### src/rtl/song_recorder.sv
// Records a held-key melody into beat-quantised song entries: voice one gets the
// note, voices two and three get rests of the same duration, ending with a terminator.
module song_recorder #(
    parameter int IDX_WIDTH = 7,
    parameter int MAX_DUR   = 63
) (
    input  logic                 clk,
    input  logic                 reset_n,
    input  logic                 record_button,
    input  logic [1:0]           song,
    input  logic                 beat,
    input  logic                 key_valid,
    input  logic [5:0]           key_note,
    output logic                 wr_en,
    output logic [IDX_WIDTH+1:0] wr_addr,
    output logic [35:0]          wr_data,
    output logic                 recording,
    output logic                 full
);

    typedef enum logic [1:0] {IDLE, ARMED, TRACK, TERM} state_t;

    localparam logic [IDX_WIDTH-1:0] IDX_ONE = 1;
    localparam logic [6:0]           DUR_MAX = 7'(MAX_DUR);

    state_t               state;
    logic [1:0]           song_l;
    logic [IDX_WIDTH-1:0] idx;
    logic [5:0]           count;
    logic [5:0]           seg_note;

    logic [5:0]  eff_note;
    logic [6:0]  cnt_next;
    logic [5:0]  dur_close;
    logic        saturate;
    logic        at_last;
    logic [35:0] close_data;

    // A beat landing on the closing cycle counts toward the segment being closed.
    always_comb begin
        eff_note   = (key_valid && key_note != '0) ? key_note : '0;
        cnt_next   = {1'b0, count} + {6'd0, beat};
        dur_close  = (cnt_next == '0) ? 6'd1 : cnt_next[5:0];
        saturate   = beat && (cnt_next == DUR_MAX);
        at_last    = (idx == '1);
        close_data = {seg_note, 12'd0, dur_close, dur_close, dur_close};
    end

    always_ff @(posedge clk or negedge reset_n) begin
        if (!reset_n) begin
            state     <= IDLE;
            song_l    <= '0;
            idx       <= '0;
            count     <= '0;
            seg_note  <= '0;
            full      <= 1'b0;
            recording <= 1'b0;
            wr_en     <= 1'b0;
            wr_addr   <= '0;
            wr_data   <= '0;
        end else begin
            wr_en <= 1'b0;
            case (state)
                IDLE: begin
                    recording <= 1'b0;
                    if (record_button) begin
                        song_l    <= song;
                        idx       <= '0;
                        full      <= 1'b0;
                        recording <= 1'b1;
                        state     <= ARMED;
                    end
                end
                ARMED: begin
                    if (record_button) begin
                        state <= TERM;
                    end else if (key_valid && key_note != '0) begin
                        seg_note <= key_note;
                        count    <= '0;
                        state    <= TRACK;
                    end
                end
                TRACK: begin
                    if (record_button) begin
                        // Trailing rests are dropped; a note still held is flushed.
                        if (seg_note != '0) begin
                            if (at_last) begin
                                full <= 1'b1;
                            end else begin
                                wr_en   <= 1'b1;
                                wr_addr <= {song_l, idx};
                                wr_data <= close_data;
                                idx     <= idx + IDX_ONE;
                            end
                        end
                        state <= TERM;
                    end else if (eff_note != seg_note || saturate) begin
                        if (at_last) begin
                            full  <= 1'b1;
                            state <= TERM;
                        end else begin
                            wr_en    <= 1'b1;
                            wr_addr  <= {song_l, idx};
                            wr_data  <= close_data;
                            idx      <= idx + IDX_ONE;
                            seg_note <= eff_note;
                            count    <= '0;
                        end
                    end else begin
                        count <= cnt_next[5:0];
                    end
                end
                TERM: begin
                    wr_en   <= 1'b1;
                    wr_addr <= {song_l, idx};
                    wr_data <= '0;
                    state   <= IDLE;
                end
                default: state <= IDLE;
            endcase
        end
    end

endmodule
### config.mk
export PLATFORM = sky130hd
export DESIGN_NAME = song_recorder
export DESIGN_NICKNAME = d
export VERILOG_FILES = /design/src/rtl/song_recorder.sv
export SDC_FILE = /design/constraint.sdc
export NUM_CORES = 1
export LEC_CHECK = 0
export ABC_AREA = 1
export BUFFER_PORTS_ARGS = -buffer_cell sky130_fd_sc_hd__buf_4
export CAP_MARGIN = 20
export CORE_ASPECT_RATIO = 0.75
export CORE_MARGIN = 10
export CORE_UTILIZATION = 45
export DETAILED_ROUTE_END_ITERATION = 16
export HOLD_SLACK_MARGIN = 0.15
export PLACE_DENSITY_LB_ADDON = 0.25
export SLEW_MARGIN = 20
export SYNTH_ARGS = -nofsm -noshare
export SYNTH_HDL_FRONTEND = slang
export SYNTH_SLANG_ARGS = --single-unit
### constraint.sdc
create_clock -name clk -period 3 [get_ports clk]
set_input_delay 0.15 -clock clk [delete_from_list [all_inputs] [get_ports clk]]
set_output_delay 0.15 -clock clk [all_outputs]
set_load 0.03 [all_outputs]
-- Word level (Yosys, flattened, before mapping)
Cells that the tools add are included.
- flip-flop bits (word level): 71
- input bits: 13
- output and inout bits: 48
- word-level logic and storage cells: 94
- add/subtract/negate cells: 2
- equal/unequal tests: 17
- muxes and demuxes: 49
- reduce and logical (&&, ||, !) cells: 16
- operators by type and width (kind ; count):
    $mux W36 ; 4
    $mux W6 ; 12
    $pmux W36 S2 ; 1
    $mux W9 ; 4
    $mux W7 ; 5
    $pmux W6 S2 ; 2
    $pmux W9 S2 ; 1
    $ne A3 B3 Y1 const B ; 5
    $pmux W7 S2 ; 1
    $mux W2 ; 6
    $ne A2 B2 Y1 const B ; 6
    $reduce_bool A6 Y1 ; 2
    $mux W1 ; 10
    $pmux W2 S4 ; 1
    $reduce_and A4 Y1 ; 2
    $add A6 B1 Y7 ; 1
    $add A7 B1 Y7 const B ; 1
    $eq A7 B6 Y1 const B ; 1
    $eq A7 B7 Y1 const B ; 1
    $logic_not A7 Y1 ; 1
    $ne A6 B6 Y1 ; 1
    $reduce_and A6 Y1 ; 1
    $reduce_bool A2 Y1 ; 3
    $reduce_and A5 Y1 ; 1
    other kinds (8) ; 11

-- Logic depth before layout (Yosys ltp)
Gate-level depths: netlist of the first run.
- word-level depth: 8
- mapped depth: 15
- depth with buffers taken out: 15

-- Least setup slack after synthesis of the first run
No wires, ideal clock.
- kind: reg2reg
- start: reg count[0]
- end: reg wr_data[13]
- data arrival time: 1881 ps
- slack: 1001 ps
- cell stages (with the launch flop): 16
- path through: dfrtp_1 ha_1 ha_1 or2_1 nand2_2 inv_2 nand2_1 nor2_1 nand2_2 nand3_2 nor2_4 nand3_2 buf_6 buf_6 nand3_1 nand2_1
- word-level cells in the longest chain between the ends: 7
- elaborated cells between the ends (all ways): 13
- classes of those cells: add/sub (1); eq/ne (2); mux (6); reduce/logical (4)
- RTL lines (what ; line ; text):
    start, declared ; 29 ; logic [5:0] count;
    start signal, assigned ; 110 ; count <= cnt_next[5:0];
    $add A6 B1 Y7 (*) ; 42 ; cnt_next = {1'b0, count} + {6'd0, beat};
    $logic_not A7 Y1 ; 43 ; dur_close = (cnt_next == '0) ? 6'd1 : cnt_next[5:0];
    $mux W6 ; 43 ;
    $mux W36 ; 87, 98 ;
    $mux W36 (on tied branches) ; 97, 86 ;
    $mux W36 ; 84 ; if (record_button) begin
    $pmux W36 S2 ; 63 ; case (state)
    end signal, assigned ; 92 ; wr_data <= close_data;
    end signal, assigned ; 104 ; wr_data <= close_data;
    end, declared ; 16 ; output logic [35:0] wr_data,
Every way passes the cells marked *; elsewhere a longest branch is shown, timed or not. The select of a mux whose other input is x is not followed.
A chain may end at the register's enable or synchronous reset.

-- Worst setup path in the final report of the first run
- start: reg count[0]
- end: reg wr_addr[7]
- word-level cells in the longest chain between the ends: 6
- RTL lines (what ; line ; text):
    $add A6 B1 Y7 ; 42 ;
    $eq A7 B6 Y1 ; 44 ; saturate = beat && (cnt_next == DUR_MAX);
    $logic_and A1 B1 Y1 ; 44 ;
    $logic_or A1 B1 Y1 ; 97 ; end else if (eff_note != seg_note || saturate) begin
    $ne A3 B3 Y1 (no source line) ; - ;
    $reduce_and A3 Y1 (no source line) ; - ;
    end signal, assigned ; 91 ; wr_addr <= {song_l, idx};
    end signal, assigned ; 103 ; wr_addr <= {song_l, idx};
    end signal, assigned ; 115 ; wr_addr <= {song_l, idx};
    end, declared ; 15 ; output logic [IDX_WIDTH+1:0] wr_addr,
Every way passes these cells.

==> results of run 1 <==
report_power, final:
part	total, mW	internal [mW]	switching [mW]
clock	0.413	0.189	0.225
sequential	0.908	0.792	0.117
combinational	1.35	0.437	0.909
worst max-delay path, delay by kind of cell (launching register included):
family	cells	cell delay (ps)
adders and majority gates	2	440
buffers and inverters	2	290
DFF	1	390
and+or+nand+nor	11	1160
flip-flops by register name, indices dropped and copies added, names as in the netlist:
name / cells
count: 6
idx: 7
song_l: 2
wr_data: 12
seg_note: 6
wr_addr: 9
full: 1
recording: 1
state: 2
wr_en: 1
logic make-up (layout without fill, tap and decap cells):
family          after synthesis  after routing  synth area share
other cells                   1             12           0.00132
xor+xnor                      7              7            0.0216
simple gates                223            223             0.353
flops                        47             47             0.414
fa+ha+maj                     8              8            0.0352
buf+inv                      63             98             0.129
mux                           2              2           0.00793
compound gates               20             20            0.0374
cell usage in the layout (no fill, tap or decap), drive strengths merged:
master / netlist / routed
clkinvlp: 0 / 1
conb: 1 / 12
mux2: 2 / 2
nor3: 4 / 4
o21a: 1 / 1
or2: 1 / 1
a21oi: 3 / 3
dfrtp: 47 / 47
clkinv: 0 / 1
dlygate4sd3: 0 / 9
nor2: 36 / 36
o21ai: 16 / 16
nand3: 50 / 50
ha: 8 / 8
buf: 33 / 53
nand2: 121 / 121
clkbuf: 2 / 6
xor2: 7 / 7
nand4: 11 / 11
inv: 28 / 28
cell type report:
class | instances | area (um2) | area share
timing repair buffer | 62 | 488 | 0.148
sequential | 47 | 1180 | 0.356
clock inverter | 2 | 16.3 | 0.00492
multi-input combinational | 272 | 1340 | 0.405
clock buffer | 6 | 82.6 | 0.0250
tap | 78 | 97.6 | 0.0295
inverter | 28 | 105 | 0.0318
worst paths after layout:
kind	start	endpoint	slack, ps	depth (start not counted)
hold / removal	record_button	wr_en	210	4
setup reg to reg	count[0]	wr_addr[7]	680	15
setup / recovery	count[0]	wr_addr[7]	680	15
min in group asynchronous	reset_n	count[1]	380	2
max in group asynchronous	reset_n	wr_addr[1]	2200	2
hold reg to reg	wr_addr[6]	wr_addr[6]	480	2
per-layer routing:
metal  global-route usage  wire length, um  up-vias
li1                     -                -     1241
met3               0.0494              522        2
met1                0.190             3340     1172
met2                0.204             2860       70
met4               0.0210               25        0
met5                    0                0        -
what timing repair did:
| item | CTS | global route |
|---|---|---|
| endpoints found under the hold margin | 55 | 0 |
| resized for setup | 0 | 0 |
| setup buffers | 0 | 0 |
| hold buffers | 9 | 0 |
==> impl_metrics.csv, run 1 <==
group,metric,value,unit
status,status,"complete, no violations",
sta,worst_slew_pin_slew,597,ps
sta,period_share,0.773,
routing,ant_nets,0,
sta,rsz0062_at_grt,"false",
pwr,p_total,2.67,mW
clocking,clk_latency,300,ps
logic_synthesis,synth.distinct_cells,27,
sta,fin_ws,681,ps
place,dp_cells,478,
sta,slew_headroom,0.602,
routing,drt_iter0_markers,134,
layout,antenna_cells,0,
global_routing,grt_pass1_wl,11600,um
layout,fillers,544,
routing,routed_wl,6750,um
clocking,cts_sinks,47,
place,dp_hpwl,5140,um
global_routing,grt_pass1_vias,2367,
global_routing,grt_start_max_net_pins,48,
die,die_width,112,um
layout,design_area,0.00330,mm2
setup_path,crit_chain,"ha_1 -> ha_1 -> or2_1 -> nand2_2 -> inv_2 -> nand2_1 -> nor2_1 -> nand2_2 -> nand3_2 -> nor2_4 -> nand3_2 -> nand2_1 -> buf_4 -> nand2_1 -> nand2_1",
clocking,cts_max_path_buffers,2,
place,place.gp.congestion,0.879,
place,dpl-instance-area,0.00312,mm2
sta,fin_crit,2320,ps
clocking,cts_buffers,5,
place,port_buffers,48,
clocking,path_clk_slew,90,ps
logic_synthesis,synthCells,371,
die,rows,24,
layout,fin_cells,495,
pwr,p_per_area,807,mW/mm2
logic_synthesis,synth_enable_flop_cells,0,
setup_path,arrival,2560,ps
sta,setup_tns,0,ps
routing,first_pass_iters,4,
place,dp_slack,697,ps
setup_path,start_kind,"flip-flop",
pwr,vdd_drop_max,0.497,mV
pwr,leakagePower,1.80,nW
global_routing,grt_usage,0.137,
min_path,hp-class,"input pin to flip-flop",
logic_synthesis,yosysWarnings,0,
die,coreArea,0.00598,mm2
logic_synthesis,synthFlopType,"dfrtp_1",
logic_synthesis,synth_top_area_share,0.414,
setup_path,end_kind,"flip-flop",
global_routing,grt_antenna_before_repair,0,
clocking,cts_tree,"done",
global_routing,grt-ovfl-total,0,
logic_synthesis,synth_common_cells,"nand2_1, dfrtp_1, nand3_1",
sta,max_freq,0.431,GHz
layout,drive_above_1_share,0.199,
run,maxCapViolations,0,
routing,wl_per_cell,13.6,um
die,die_h,88.8,um
routing,dr_total_vias,2485,
setup_path,path_class,"flip-flop to flip-flop",
logic_synthesis,synth_area_leaders,"dfrtp_1, nand2_1, buf_4, nand3_1, nor2_1",
clocking,root_buffer,"clkbuf_8",
logic_synthesis,syn_avg_cell_area,7.66,um2
sta,skew,14.7,ps
logic_synthesis,synth_top_area_cell,"dfrtp_1",
routing,remaining_drc_errors,0,
sta,finalHoldViolCount,0,
routing,via_per_inst,5.02,
sta,finalSetupViolCount,0,
layout,finalNetCount,437,
sta,whs,215,ps
layout,final_util,0.553,
setup_path,critical_path.max_stage_delay,390,ps
die,ios,61,
setup_path,slowest_stage,"dfrtp_1",
clocking,h-tree-depth,2,
setup_path,path_max_fanout,13,
logic_synthesis,async_reset_ff_frac,1.00,
logic_synthesis,ys_ff_latch,47,
die,dieArea,0.00992,mm2
sta,maxSlewViolCount,0,
logic_synthesis,yosysMostFrequentCell,"nand2_1",
die,initial_core_util,0.475,
layout,area_growth_syn_to_layout,16.3,%
setup_path,cp_common_cell,"nand2_1",
setup_path,required,3240,ps
logic_synthesis,synth-seq-area-share,0.414,
logic_synthesis,synth.cell_area,0.00284,mm2
No activity file was read; power rests on OpenSTA's default activity.
==> run 2: changes to the inputs <==
==> constraint.sdc (replaced) <==
create_clock -name clk -period 2.3 [get_ports clk]
set_input_delay 0.115 -clock clk [delete_from_list [all_inputs] [get_ports clk]]
set_output_delay 0.115 -clock clk [all_outputs]
set_load 0.03 [all_outputs]
==> impl_metrics.csv, run 2 (synthesis gave the netlist of run 1 again) <==
group,metric,value,unit
layout,top_register,"wr_data",
die,rows,24,
setup_path,arrival,2380,ps
global_routing,grt_usage,0.137,
setup_path,critPathBufInv,2,
setup_path,path_class,"flip-flop to flip-flop",
layout,top_regs,"wr_data (12), wr_addr (9), idx (7)",
sta,period_share,0.948,
layout,finalNetCount,444,
run,maxCapViolations,0,
clocking,clk_latency,300,ps
die,die_h,88.8,um
sta,slew_headroom,0.602,
routing,remaining_drc_errors,0,
min_path,hp-class,"input pin to flip-flop",
layout,drive_above_1_share,0.231,
pwr,p_per_area,1070,mW/mm2
pwr,pwr-share-seq,0.318,
clocking,cts_buffers,5,
clocking,cts_max_path_buffers,2,
setup_path,path_max_fanout,12,
clocking,path_clk_slew,100,ps
pwr,leakagePower,1.86,nW
clocking,h-tree-depth,2,
routing,wl_per_cell,13.8,um
routing,drt_iter0_markers,227,
pwr,switchingPower,1.68,mW
sta,finalSetupViolCount,0,
setup_path,crit_start,"count[0]",
die,ios,61,
pwr,p_sw_frac,0.454,
layout,largest_reg_flops,12,
min_path,min_from,"record_button",
sta,max_freq,0.459,GHz
global_routing,grt_pass1_wl,11700,um
setup_path,end_kind,"flip-flop",
die,die_width,112,um
layout,area_growth_syn_to_layout,22.4,%
sta,fin_crit,2180,ps
pwr,p_comb_frac,0.510,
die,coreArea,0.00598,mm2
global_routing,grt-ovfl-total,0,
routing,dr_total_vias,2527,
setup_path,required,2510,ps
setup_path,r2r-start,"count[0]",
layout,final_common_cell,"nand2_1",
pwr,power.internal,2.02,mW
min_path,whs_path_depth,4,
setup_path,crit_chain,"ha_2 -> ha_2 -> or2_1 -> nand2_2 -> inv_2 -> nand2_1 -> nor2_1 -> nand2_2 -> nand3_2 -> nor2_4 -> nand3_4 -> clkbuf_16 -> nand3_1 -> nand2_1",
setup_path,start_kind,"flip-flop",
routing,ant_nets,0,
status,status,"complete, no violations",
sta,rsz0062_at_grt,"true",
place,dp_slack,70.0,ps
pwr,vdd_drop_max,0.644,mV
setup_path,cp_num_cells,14,
die,dieArea,0.00992,mm2
clocking,cts_tree,"done",
place,dp_hpwl,5110,um
setup_path,crit_family,"simple AND/OR/NAND/NOR gates",
global_routing,grt_pass1_vias,2475,
sta,maxSlewViolCount,0,
sta,skew,4.67,ps
setup_path,r2r_cells,14,
place,place.gp.congestion,0.875,
setup_path,critical_path.max_stage_delay,400,ps
global_routing,grt_antenna_before_repair,0,
layout,antenna_cells,0,
clocking,root_buffer,"clkbuf_8",
routing,routed_wl,6950,um
place,port_buffers,48,
global_routing,grt_start_max_net_pins,48,
routing,via_per_inst,5.03,
sta,worst_slew_pin_slew,598,ps
setup_path,slowest_stage,"dfrtp_1",
sta,fin_ws,121,ps
pwr,p_total,3.71,mW
sta,finalHoldViolCount,0,
pwr,pwr-share-clk,0.172,
layout,final_cell_mix,"nand2_1, buf_4, dfrtp_1",
clocking,cts_sinks,47,
routing,first_pass_iters,4,
die,initial_core_util,0.475,
==> run 2: repair_timing <==
action / CTS / global route
resized for setup: 0 / 15
endpoints found under the hold margin: 55 / 0
buffers inserted: 0 / 3
setup endpoints to repair: 0 / 43
hold buffers: 9 / 0
==> run 2: metal layers <==
metal  vias up  routed length (um)  GRT usage
li1       1263                   -          -
met1      1185                3420      0.185
met2        72                2980      0.211
met3         7                 487     0.0419
met4         0                  63     0.0361
met5         -                   0          0
==> run 2: worst paths after layout <==
path / endpoint / slack, ps
max: idx[2] / 120
min: wr_en / 150
max reg2reg: idx[2] / 120
min reg2reg: wr_data[32] / 480
max in group asynchronous: wr_data[34] / 1550
min in group asynchronous: seg_note[0] / 350
==> run 2: area by class of cell <==
class	count	area [um2]
well taps	78	97.6
clock inverters	3	47.5
flip-flops and latches	47	1180
repair buffers	69	599
multi-input cells	272	1380
inverters	28	105
fillers	541	2500
clock buffers	5	68.8
==> run 2: power groups by stage <==
| stage | registers (mW) | logic (mW) | clock network (mW) |
|---|---|---|---|
| floorplan | 1.36 | 1.10 | 0 |
| global placement | 1.19 | 1.76 | 0 |
| detailed placement | 1.19 | 1.77 | 0 |
| CTS | 1.18 | 1.79 | 0.655 |
| global route | 1.21 | 2.11 | 0.684 |
| finish | 1.18 | 1.89 | 0.637 |
==> run 2: through the flow <==
step	instance area, um2	util	instances	setup TNS, ps	hold WS, ps
after floorplan	2880	-	382	0	-181
after global placement	3140	0.526	480	0	164
after detailed placement	3140	0.526	480	0	170
after CTS	3350	0.561	497	0	151
after global routing	3480	0.582	502	-87.9	184
final	3480	0.582	502	0	155
==> run 2: tightest hold or removal path, stage by stage <==
cell	delay (ps)
buf_4	110
nand2_1	50
nand3_1	70
nand2_1	70
==> run 3: changes to the inputs <==
--- a/config.mk
+++ b/config.mk
@@ -13,7 +13,7 @@
 export CORE_UTILIZATION = 45
 export DETAILED_ROUTE_END_ITERATION = 16
 export HOLD_SLACK_MARGIN = 0.15
-export PLACE_DENSITY_LB_ADDON = 0.25
+export PLACE_DENSITY = 0.71
 export SLEW_MARGIN = 20
 export SYNTH_ARGS = -nofsm -noshare
 export SYNTH_HDL_FRONTEND = slang
==> constraint.sdc (replaced) <==
create_clock -name clk -period 2.3 [get_ports clk]
set_input_delay 0.46 -clock clk [delete_from_list [all_inputs] [get_ports clk]]
set_output_delay 0.46 -clock clk [all_outputs]
set_load 0.03 [all_outputs]
==> impl_metrics.csv, run 3 (synthesis gave the netlist of run 1 again) <==
group,metric,value,unit
setup_path,arrival,2350,ps
setup_path,end_kind,"flip-flop",
sta,fin_crit,2110,ps
routing,remaining_drc_errors,0,
routing,first_pass_iters,4,
routing,via_per_inst,5.09,
setup_path,rrSetupSlack,190,ps
place,dp_cells,486,
pwr,vdd_drop_max,0.541,mV
setup_path,path_class,"flip-flop to flip-flop",
global_routing,grt_usage,0.135,
die,die_width,112,um
clocking,cts_sinks,47,
setup_path,start_kind,"flip-flop",
die,dieArea,0.00992,mm2
setup_path,critPathBufInv,2,
global_routing,grt-ovfl-total,0,
die,rows,24,
sta,finalHoldViolCount,0,
sta,max_freq,0.474,GHz
layout,fin_cells,496,
pwr,p_total,3.75,mW
layout,top_regs,"wr_data (12), wr_addr (9), idx (7)",
setup_path,r2r_cells,15,
die,coreArea,0.00598,mm2
pwr,leakagePower,1.84,nW
layout,drive_above_1_share,0.232,
sta,worst_slew_pin_slew,591,ps
global_routing,grt_pass1_vias,2317,
global_routing,grt_pass1_wl,11200,um
die,initial_core_util,0.475,
layout,largest_reg_flops,12,
setup_path,r2r-start,"count[0]",
layout,final_util,0.566,
routing,wl_per_cell,13.9,um
routing,routed_wl,6910,um
setup_path,crit_end,"wr_data[17]",
setup_path,critical_path.max_stage_delay,400,ps
clocking,clk_latency,300,ps
layout,antenna_cells,0,
routing,ant_nets,0,
clocking,cts_max_path_buffers,2,
setup_path,crit_start,"count[0]",
layout,multi_input_area,0.00136,mm2
layout,final_common_cell,"nand2_1",
layout,finalNetCount,438,
layout,final_cell_mix,"nand2_1, buf_4, dfrtp_1",
place,dp_hpwl,5250,um
die,die_h,88.8,um
run,maxCapViolations,0,
setup_path,crit_family,"simple AND/OR/NAND/NOR gates",
place,port_buffers,48,
sta,setup_tns,0,ps
clocking,root_buffer,"clkbuf_8",
sta,whs,146,ps
pwr,p_per_area,1110,mW/mm2
die,ios,61,
setup_path,cp_num_cells,15,
clocking,path_clk_slew,90,ps
setup_path,path_max_fanout,10,
layout,area_growth_syn_to_layout,19.0,%
layout,fillers,542,
layout,seqCellArea,0.00118,mm2
global_routing,grt_start_max_net_pins,48,
clocking,h-tree-depth,2,
status,status,"complete, no violations",
sta,slew_headroom,0.606,
sta,finalSetupViolCount,0,
setup_path,slowest_stage,"dfrtp_1",
setup_path,required,2540,ps
sta,maxSlewViolCount,0,
routing,drt_iter0_markers,143,
layout,top_register,"wr_data",
global_routing,grt_antenna_before_repair,0,
sta,skew,7.21,ps
sta,period_share,0.917,
setup_path,reg2reg_to,"wr_data[17]",
clocking,cts_buffers,5,
clocking,cts_tree,"done",
routing,dr_total_vias,2523,
clocking,cts_hold_buf,0,
setup_path,cp_common_cell,"nand2_1",
setup_path,crit_chain,"ha_2 -> ha_2 -> or2_1 -> nand2_2 -> inv_2 -> nand2_1 -> nor2_1 -> nand2_2 -> nand3_2 -> nor2_4 -> nand3_4 -> nand2_4 -> clkbuf_16 -> nand2_1 -> nand2_1",
place,place.gp.congestion,0.917,
min_path,hp-class,"input pin to asynchronous set/reset pin",
-- run 3: timing repair --
item,CTS,global route
endpoints found under the setup margin,0,34
gates resized for setup,0,8
setup buffers,0,1
-- run 3: layout make-up --
cell class,instances,share of cell area
clock buffer,5,0.0204
clock inverter,3,0.0141
inverter,28,0.0311
multi-input combinational,272,0.403
sequential,47,0.348
tap,78,0.0289
timing repair buffer,63,0.155
-- run 3: stage by stage --
stage          setup slack, ps  cell area [um2]
2_1_floorplan              195             2880
3_5_place_dp             -25.0             3200
5_1_grt                  -1.87             3380
6_report                   190             3380
3_3_place_gp              41.5             3200
4_1_cts                    149             3320
-- run 3: worst min-delay path by stage --
stage | startpoint | to
global placement | wr_addr[2] | wr_addr[2]
global route | reset_n | wr_addr[4]
CTS | reset_n | wr_addr[4]
floorplan | reset_n | count[0]
finish | reset_n | seg_note[0]
detailed placement | wr_addr[2] | wr_addr[2]
-- run 3: layer usage --
layer | global-route usage | vias to the layer above | share of wire
met2 | 0.211 | 96 | 0.43
met4 | 0.0349 | 0 | 0.0058
met3 | 0.0392 | 4 | 0.080
li1 | - | 1244 | -
met1 | 0.180 | 1179 | 0.48
met5 | 0 | - | 0
-- run 3: report_power, final --
group	internal (mW)	total [mW]	switching, mW
registers	1.03	1.19	0.158
logic	0.702	1.93	1.23
clock network	0.330	0.631	0.301
